`src/rtl/shift_sched.sv`:
```
// Two-requester scheduler for a shared 8-bit barrel shifter. The result appears 2 cycles after the grant, and grants are at least 3 cycles apart.
// Backpressure: the result is held in RESP until rsp_ready is seen high, and no requester is granted while a result is held.
module shift_sched #(
  parameter bit RR_EN = 1'b1
) (
  input  logic       clk,
  input  logic       rst_n,
  input  logic       req0_valid,
  output logic       req0_ready,
  input  logic [7:0] req0_din,
  input  logic [2:0] req0_shamt,
  input  logic       req0_lr,
  input  logic       req0_al,
  input  logic       req1_valid,
  output logic       req1_ready,
  input  logic [7:0] req1_din,
  input  logic [2:0] req1_shamt,
  input  logic       req1_lr,
  input  logic       req1_al,
  output logic [7:0] sh_din,
  output logic [2:0] sh_shamt,
  output logic       sh_lr,
  output logic       sh_al,
  input  logic [7:0] sh_dout,
  output logic       rsp_valid,
  input  logic       rsp_ready,
  output logic [7:0] rsp_data,
  output logic       rsp_id,
  output logic       busy
);

  typedef enum logic [1:0] {IDLE = 2'd0, ISSUE = 2'd1, RESP = 2'd2} state_t;

  typedef struct packed {
    logic [7:0] din;
    logic [2:0] shamt;
    logic       lr;
    logic       al;
    logic       id;
  } op_t;

  state_t state;
  logic   ptr;
  op_t    op;
  logic   pick1;
  logic   can_grant;
  logic   gnt0;
  logic   gnt1;

  // Requester 1 wins only when it is alone or when it holds round-robin priority.
  assign pick1      = req1_valid & (~req0_valid | (RR_EN ? ptr : 1'b0));
  assign can_grant  = rst_n & (state == IDLE);
  assign gnt1       = can_grant & pick1;
  assign gnt0       = can_grant & req0_valid & ~pick1;
  assign req0_ready = gnt0;
  assign req1_ready = gnt1;

  assign sh_din   = op.din;
  assign sh_shamt = op.shamt;
  assign sh_lr    = op.lr;
  assign sh_al    = op.al;

  always_ff @(posedge clk or negedge rst_n) begin
    if (!rst_n) begin
      state     <= IDLE;
      ptr       <= 1'b0;
      op        <= '0;
      rsp_valid <= 1'b0;
      rsp_data  <= 8'h00;
      rsp_id    <= 1'b0;
      busy      <= 1'b0;
    end else begin
      case (state)
        IDLE: begin
          if (gnt0 | gnt1) begin
            op    <= gnt1 ? {req1_din, req1_shamt, req1_lr, req1_al, 1'b1}
                          : {req0_din, req0_shamt, req0_lr, req0_al, 1'b0};
            ptr   <= gnt0;
            state <= ISSUE;
            busy  <= 1'b1;
          end
        end
        ISSUE: begin
          rsp_data  <= sh_dout;
          rsp_id    <= op.id;
          rsp_valid <= 1'b1;
          state     <= RESP;
        end
        RESP: begin
          if (rsp_ready) begin
            rsp_valid <= 1'b0;
            busy      <= 1'b0;
            state     <= IDLE;
          end
        end
        default: begin
          rsp_valid <= 1'b0;
          busy      <= 1'b0;
          state     <= IDLE;
        end
      endcase
    end
  end

endmodule

```
`config.mk`:
```
export PLATFORM = sky130hd
export DESIGN_NAME = shift_sched
export DESIGN_NICKNAME = d
export VERILOG_FILES = /design/src/rtl/shift_sched.sv
export SDC_FILE = /design/constraint.sdc
export NUM_CORES = 1
export LEC_CHECK = 0
export ABC_AREA = 1
export BUFFER_PORTS_ARGS = -buffer_cell sky130_fd_sc_hd__buf_2
export CORE_MARGIN = 3
export CORE_UTILIZATION = 30
export CTS_CLUSTER_SIZE = 8
export DETAILED_ROUTE_END_ITERATION = 10
export MAX_ROUTING_LAYER = met4
export SLEW_MARGIN = 20
export SYNTH_ARGS = -nofsm -noshare
export SYNTH_HDL_FRONTEND = slang
export SYNTH_SLANG_ARGS = --single-unit
```
`constraint.sdc`:
```
create_clock -name clk -period 1.3 [get_ports clk]
set_input_delay 0.26 -clock clk [delete_from_list [all_inputs] [get_ports clk]]
set_output_delay 0.26 -clock clk [all_outputs]
set_load 0.05 [all_outputs]
```
# After elaboration in Yosys (flattened, before gate mapping)
# Cells that the tools add are included.
[totals]
reg_bits = 28
latch_bits = 0
mem_bits_rw = 0
mem_bits_ro = 0
input_bits = 39
out_inout_bits = 26
elab_cells = 39
n_memories = 0
[classes]
add_sub_neg = 0
multipliers = 0
div = 0
n_lt_le_gt_ge = 0
n_eq_ne = 4
n_shift = 0
mux = 8
bitwise = 11
reduce_logical = 5
[op_table]
columns = ["op", "n"]
rows = [
  ["$mux 14", 1],
  ["$pmux 1 s3", 2],
  ["$pmux 2 s3", 1],
  ["$reduce_and 2->1", 3],
  ["$and 1x1->1", 5],
  ["$mux 2", 2],
  ["$not 1->1", 4],
  ["$reduce_and 3->1", 1],
  ["$eq 2x1->1 const B", 1],
  ["$eq 2x2->1 const B", 1],
  ["$logic_not 2->1", 1],
  ["$mux 1", 2],
  ["$ne 2x1->1 const B", 1],
  ["$ne 2x2->1 const B", 1],
  ["$or 1x1->1", 2],
]

# Longest topological paths before layout
# Gate-level depths: netlist (run 1).
[depth]
ltp_word = 8
depth_mapped = 9
mapped_depth_nobuf = 8

# Least setup slack after synthesis (run 1)
# No wires, ideal clock.
[synth_timing]
kind = "flip-flop to output port"
startpoint = "register state[1]"
endpoint = "output port req0_ready"
arrival_time_ns = 1.337
t_required_ns = 1.040
setup_slack_ns = -0.297
stages_incl_launch_ff = 4
n_path_buf = 0
path_cell_list = "dfrtp_1 > nor2_2 > nand3_2 > nor2_1"
[synth_via]
elab_chain_len = 4
[synth_lines]
columns = ["item", "line_no", "rtl"]
rows = [
  ["start, declared", "42", "state_t state;"],
  ["start signal, assigned", "65", "state <= IDLE;"],
  ["start signal, assigned", "79", "state <= ISSUE;"],
  ["start signal, assigned", "87", "state <= RESP;"],
  ["$logic_not 2->1", "52", "assign can_grant = rst_n & (state == IDLE);"],
  ["$and 1x1->1", "52", ""],
  ["$and 1x1->1 (2 in series)", "54", "assign gnt0 = can_grant & req0_valid & ~pick1;"],
  ["end, declared", "9", "output logic req0_ready,"],
]
# Every way passes these cells.

# Final worst setup path (run 1)
[layout_timing]
startpoint = "register state[1]"
endpoint = "output port req1_ready"
[layout_via]
elab_chain_len = 3
[layout_lines]
columns = ["item", "line_no", "rtl"]
rows = [
  ["$logic_not 2->1", "52", ""],
  ["$and 1x1->1", "52", ""],
  ["$and 1x1->1", "53", "assign gnt1 = can_grant & pick1;"],
  ["end, declared", "15", "output logic req1_ready,"],
]
# Every way passes these cells.

==> results_dict.tcl, run 1 <==
set metrics [dict create \
    yosys.area_share.simple_pct 29.3 \
    drc 0 \
    row_count 25 \
    avgSynthCellArea_um2 8.56 \
    drtIter0Drc 20 \
    diodes 0 \
    synthToLayoutAreaGrowth_pct 39.4 \
    cts_tree "done" \
    syn_inst 177 \
    cp.required_ns 1.04 \
    start_kind "flip-flop" \
    overflow 0 \
    ff2ff_path_depth 8 \
    yosysMostFrequentCell "nand2_1" \
    grt_pass1_wl_mm 5.70 \
    gp_congestion 0.761 \
    coreArea_um2 4820 \
    grt_max_degree 23 \
    fin_setup_tns_ns -0.940 \
    drv_slew 0 \
    worst_slack_ns -0.186 \
    cts-root-buf "clkbuf_8" \
    final_cells 314 \
    p_switching_w 0.00268 \
    fmaxAchievable_mhz 673 \
    power.internal_w 0.00265 \
    synth-edff-count 0 \
    clockBufferDepth 2 \
    portBuffers 64 \
    pwr-share-seq_pct 28.5 \
    worstMarginPinSlew_ns 0.308 \
    cts.clk_slew.worst_paths_ns 0.10 \
    num-fill-cells 514 \
    async_flop_share_pct 100 \
    wl_per_cell_um 11.0 \
    htreeDepth 1 \
    period_share_pct 114 \
    synth.net_count 216 \
    vdd_ir_drop_max_mv 1.56 \
    dieArea_um2 5940 \
    p_total_w 0.00533 \
    slew-limit-headroom_pct 79.3 \
    drt_pass1_iterations 4 \
    synth_top_family_by_area "simple AND/OR/NAND/NOR gates" \
    ys_warn_count 0 \
    arrival_ns 1.23 \
    place_area_um2 1890 \
    final_area_um2 2110 \
    viasPerCell 4.11 \
    cts_buffers 3 \
    rsz0062_at_grt "true" \
    p_leak_nw 1.20 \
    synthAdderAreaFrac_pct 0 \
    switching_share_pct 50.4 \
    synth_compound_area_share_pct 1.82 \
    syn_area_um2 1520 \
    netlist.area_leader.share_pct 46.2 \
    yosys.area.top_type "dfrtp_1" \
    critical_path_class "reg2out" \
    ys_types 19 \
    p_comb_share_pct 58.6 \
    synth-xor-area-share_pct 0 \
    reg2reg_slack_ns -0.06 \
    setup_viol 18 \
    synth_top_flop_cell "dfrtp_1" \
    antenna_found_initial 0 \
    nNetsFinal 287 \
    synth.area.mux_share_pct 5.95 \
    period_minus_slack_ns 1.49 \
    fp.dieH_um 77.1 \
    cap_violations 0 \
    hold_viol 0 \
    clock_latency_ns 0.27 \
    ys_top_cells_by_count "nand2_1, inv_1, dfrtp_1, buf_4" \
    dpl.hpwl_mm 2.62 \
    synth-seq-cells 28 \
    hp-class "in2async" \
    drive_above_1_share_pct 51.4 \
    yosysSeqAreaShare_pct 46.2 \
    rr_startpoint "state[1]" \
    power_frac_clock_pct 12.9 \
    skew_ns 0.00219 \
    r2r-end "op[0]" \
    vias 1292 \
    initial_utilization_pct 31.5 \
    top_level_ports 65 \
    grt_pass1_vias 1249 \
    wl_mm 3.47 \
    grt_usage_pct 12.2 \
    power.density_nw_per_um2 2520 \
    failed_checks "setup timing" \
    dp.cells 302 \
    drtAntennaViolNets 0 \
    cp-end-kind "output port" \
    clkSinkCount 28 \
    place_ws_ns -0.0249 \
    outcome "finished, violations left" \
    fp.dieW_um 77.1 \
    cp_max_fo 3 \
    synth_area_leaders "dfrtp_1, nand2_1, inv_1, nand3_2, mux2_2" \
]
per-layer routing:
layer	vias to the layer above	track usage [%]	part of all wire [%]
li1	655	-	-
met1	597	14.5	42
met2	36	20.6	51
met3	4	3.76	6.1
met4	0	2.14	0.66
met5	-	-	0
stage by stage:
step	hold WS, ns	util, %
after global placement	0.283	39.2
after CTS	0.0631	42.3
final	0.0805	43.8
after floorplan	-0.0356	-
after global routing	0.0866	43.8
after detailed placement	0.283	39.2
sequential cells by signal, summed over array words and instances, names as in the netlist:
signal and flops:
rsp_valid 1, sh_shamt 3, rsp_data 8, sh_al 1
op 1, busy 1, state 2, rsp_id 1
ptr 1, sh_lr 1, sh_din 8
layout by cell type, fill, tap and decap left out, drive strengths merged:
| master | synthesis | final |
|---|---|---|
| bufinv | 0 | 1 |
| a21boi | 1 | 1 |
| mux2 | 8 | 8 |
| inv | 33 | 33 |
| o22ai | 1 | 1 |
| dlygate4sd3 | 0 | 1 |
| nand2 | 68 | 68 |
| o21ai | 2 | 2 |
| nand3 | 15 | 15 |
| dfrtp | 28 | 28 |
| buf | 16 | 80 |
| nor2 | 5 | 5 |
| clkbuf | 0 | 4 |
timing repair:
item                                   CTS  global route
gates resized for setup                 12             7
endpoints found under the hold margin    6             0
setup endpoints to repair               27            19
hold buffers                             1             0
cloned                                   0             1
pin swaps                                4             2
buffers inserted                         3             4
worst max-delay path, cell delays in order, from the launching register on:
cell and delay (ns):
dfrtp_1 0.42, nor2_4 0.17, nand2_2 0.09, nor2_4 0.11, buf_6 0.17
worst max-delay path by stage:
stage	from	to	slack (ns)	cells after the start
after floorplan	state[1]	sh_al	0.01	7
after global placement	state[0]	sh_al	-0.02	7
after detailed placement	state[1]	sh_al	-0.02	9
after CTS	state[0]	req0_ready	-0.20	4
after global routing	state[1]	req1_ready	-0.26	4
final	state[1]	req1_ready	-0.19	4
power by group through the flow:
stage	clock network [W]	registers (W)	logic, W
3_5_place_dp	0	0.00153	0.00294
2_1_floorplan	0	0.00224	0.00176
5_1_grt	0.000740	0.00159	0.00334
3_3_place_gp	0	0.00153	0.00292
4_1_cts	0.000721	0.00153	0.00306
6_report	0.000686	0.00152	0.00312
kinds of logic (layout without fill, tap and decap cells):
group	Yosys count	in the layout
and+or+nand+nor	88	88
buffers and inverters	49	119
DFF	28	28
muxes	8	8
AOI/OAI and AO/OA	4	4
layout make-up:
cell class                      instances  area (um2)  share of cell area, %
Sequential cell                        28         701                   33.2
Multi-Input combinational cell        100         606                   28.7
Timing Repair Buffer                   82         519                   24.6
Inverter                               33         131                   6.22
Tap cell                               67        83.8                   3.97
Clock buffer                            3        41.3                   1.95
Clock inverter                          1        30.0                   1.42
Note: power is estimated with default switching activity, not from simulation.
==> inputs of run 2 (changes only) <==
CTS_BUF_LIST = sky130_fd_sc_hd__clkbuf_16   (was default)
TNS_END_PERCENT = 1   (was default)
==> run 2 against run 1 <==
The flow still finishes with violations (setup timing). First-iteration DRC count rose by 30%. Largest power group unchanged. Critical endpoint unchanged. Final cell count fell by 1.9%. Routed wire length fell by 2.3%. Non-clock buffer count fell by 6. Clock-buffer cell count did not move.
==> results_dict.tcl, run 2 (synthesis results as in run 1) <==
set metrics [dict create \
    path_cells "nor2_4, nand2_2, nor2_4, buf_6" \
    drt_pass1_iterations 4 \
    power.density_nw_per_um2 2650 \
    coreArea_um2 4820 \
    portBuffers 64 \
    rr_startpoint "state[1]" \
    arrival_ns 1.21 \
    fp.dieH_um 77.1 \
    antenna_found_initial 0 \
    row_count 25 \
    cts_tree "done" \
    initial_utilization_pct 31.5 \
    cp.required_ns 1.04 \
    worst_slack_ns -0.167 \
    path_common_cell "nor2_4" \
    outcome "finished, violations left" \
    cts.clk_slew.worst_paths_ns 0.07 \
    cp-end-kind "output port" \
    period_share_pct 113 \
    top_level_ports 65 \
    drc 0 \
    p_total_w 0.00541 \
    htreeDepth 1 \
    grt_max_degree 23 \
    fp.dieW_um 77.1 \
    cp_top_family "flip-flops" \
    clockBufferDepth 2 \
    gp_congestion 0.761 \
    cp_slowest_cell "dfrtp_1" \
    critical_path_class "reg2out" \
    wl_mm 3.38 \
    viasPerCell 4.10 \
    p_leak_nw 1.17 \
    period_minus_slack_ns 1.47 \
    grt_pass1_wl_mm 5.65 \
    drive_above_1_share_pct 49.4 \
    cap_violations 0 \
    drtIter0Drc 26 \
    clock_latency_ns 0.26 \
    path_buf_inv 1 \
    hp-class "in2async" \
    worstMarginPinSlew_ns 0.289 \
    start_kind "flip-flop" \
    cp_max_fo 3 \
    overflow 0 \
    cts_buffers 3 \
    vias 1264 \
    place_area_um2 1890 \
    dpl.hpwl_mm 2.62 \
    drtAntennaViolNets 0 \
    wl_per_cell_um 11.0 \
    rsz0062_at_grt "true" \
    dieArea_um2 5940 \
    nNetsFinal 281 \
    place_ws_ns -0.0249 \
    fmaxAchievable_mhz 682 \
    startpoint "state[1]" \
    clkSinkCount 28 \
    cts-root-buf "clkbuf_16" \
    num-fill-cells 518 \
    failed_checks "setup timing" \
    layout_commonest_cell "buf_2" \
    vdd_ir_drop_max_mv 1.62 \
    final_area_um2 2040 \
    synthToLayoutAreaGrowth_pct 34.8 \
    slew-limit-headroom_pct 80.6 \
    hold_buffers 0 \
    hold_viol 0 \
    drv_slew 0 \
    skew_ns 0.00179 \
    grt_usage_pct 12.3 \
    cp_slowest_stage_delay_ns 0.41 \
    final_cell_mix "buf_2, nand2_1, inv_1, dfrtp_1" \
    diodes 0 \
    grt_pass1_vias 1222 \
    setup_viol 17 \
]
[run 2: cell count changes in the layout (fill, tap and decap cells not counted), moves of 2 or more]
cell       before  now
clkbuf_8        3    0
clkbuf_16       1    3
nand2_1        53   55
buf_6           5    1
nand2_2        13   11
[run 2: report_power, final]
part           total (W)  leakage, nW  internal [W]  switching [W]
Combinational    0.00298        0.781      0.000844        0.00214
Sequential       0.00152        0.341       0.00130       0.000229
Clock           0.000906       0.0511      0.000613       0.000293
Total            0.00541         1.17       0.00275        0.00266
[run 2: layout make-up]
cell class | count | area (um2) | share of cell area, %
Multi-Input combinational cell | 100 | 587 | 28.7
Inverter | 33 | 126 | 6.19
Clock buffer | 3 | 75.1 | 3.68
Sequential cell | 28 | 701 | 34.3
Clock inverter | 1 | 30.0 | 1.47
Timing Repair Buffer | 76 | 439 | 21.5
Tap cell | 67 | 83.8 | 4.11
[run 2: path summary, 6_finish.rpt]
check	slack [ns]	endpoint	depth (start not counted)
setup / recovery	-0.17	req1_ready	4
hold / removal	0.03	sh_din[2]	2
setup reg to reg	-0.09	sh_din[2]	8
hold reg to reg	0.47	busy	2
max in group asynchronous	0.97	sh_din[4]	2
min in group clk	0.23	rsp_data[7]	2
[run 2: what timing repair did]
action,in CTS,in global routing
setup endpoints to repair,27,19
resized for setup,7,2
setup buffers,2,0
gates cloned,0,0
pin swaps,4,1
[run 2: metal layers]
metal / share of wire, % / global-route usage, % / wire length (um)
met1: 43 / 14.5 / 1460
met2: 50 / 20.4 / 1690
met3: 6.4 / 3.76 / 216
met4: 0.65 / 3.20 / 22
met5: 0 / - / 0
[run 2: metrics by stage]
step / setup TNS (ns) / hold WS, ns / utilization [%] / std cells
3_3_place_gp: -0.0510 / 0.283 / 39.2 / 302
6_report: -1.42 / 0.0284 / 42.4 / 308
5_1_grt: -3.22 / 0.0289 / 42.4 / 308
4_1_cts: -1.85 / 0.00819 / 42.2 / 308
2_1_floorplan: 0 / -0.0356 / - / 177
3_5_place_dp: -0.367 / 0.283 / 39.2 / 302
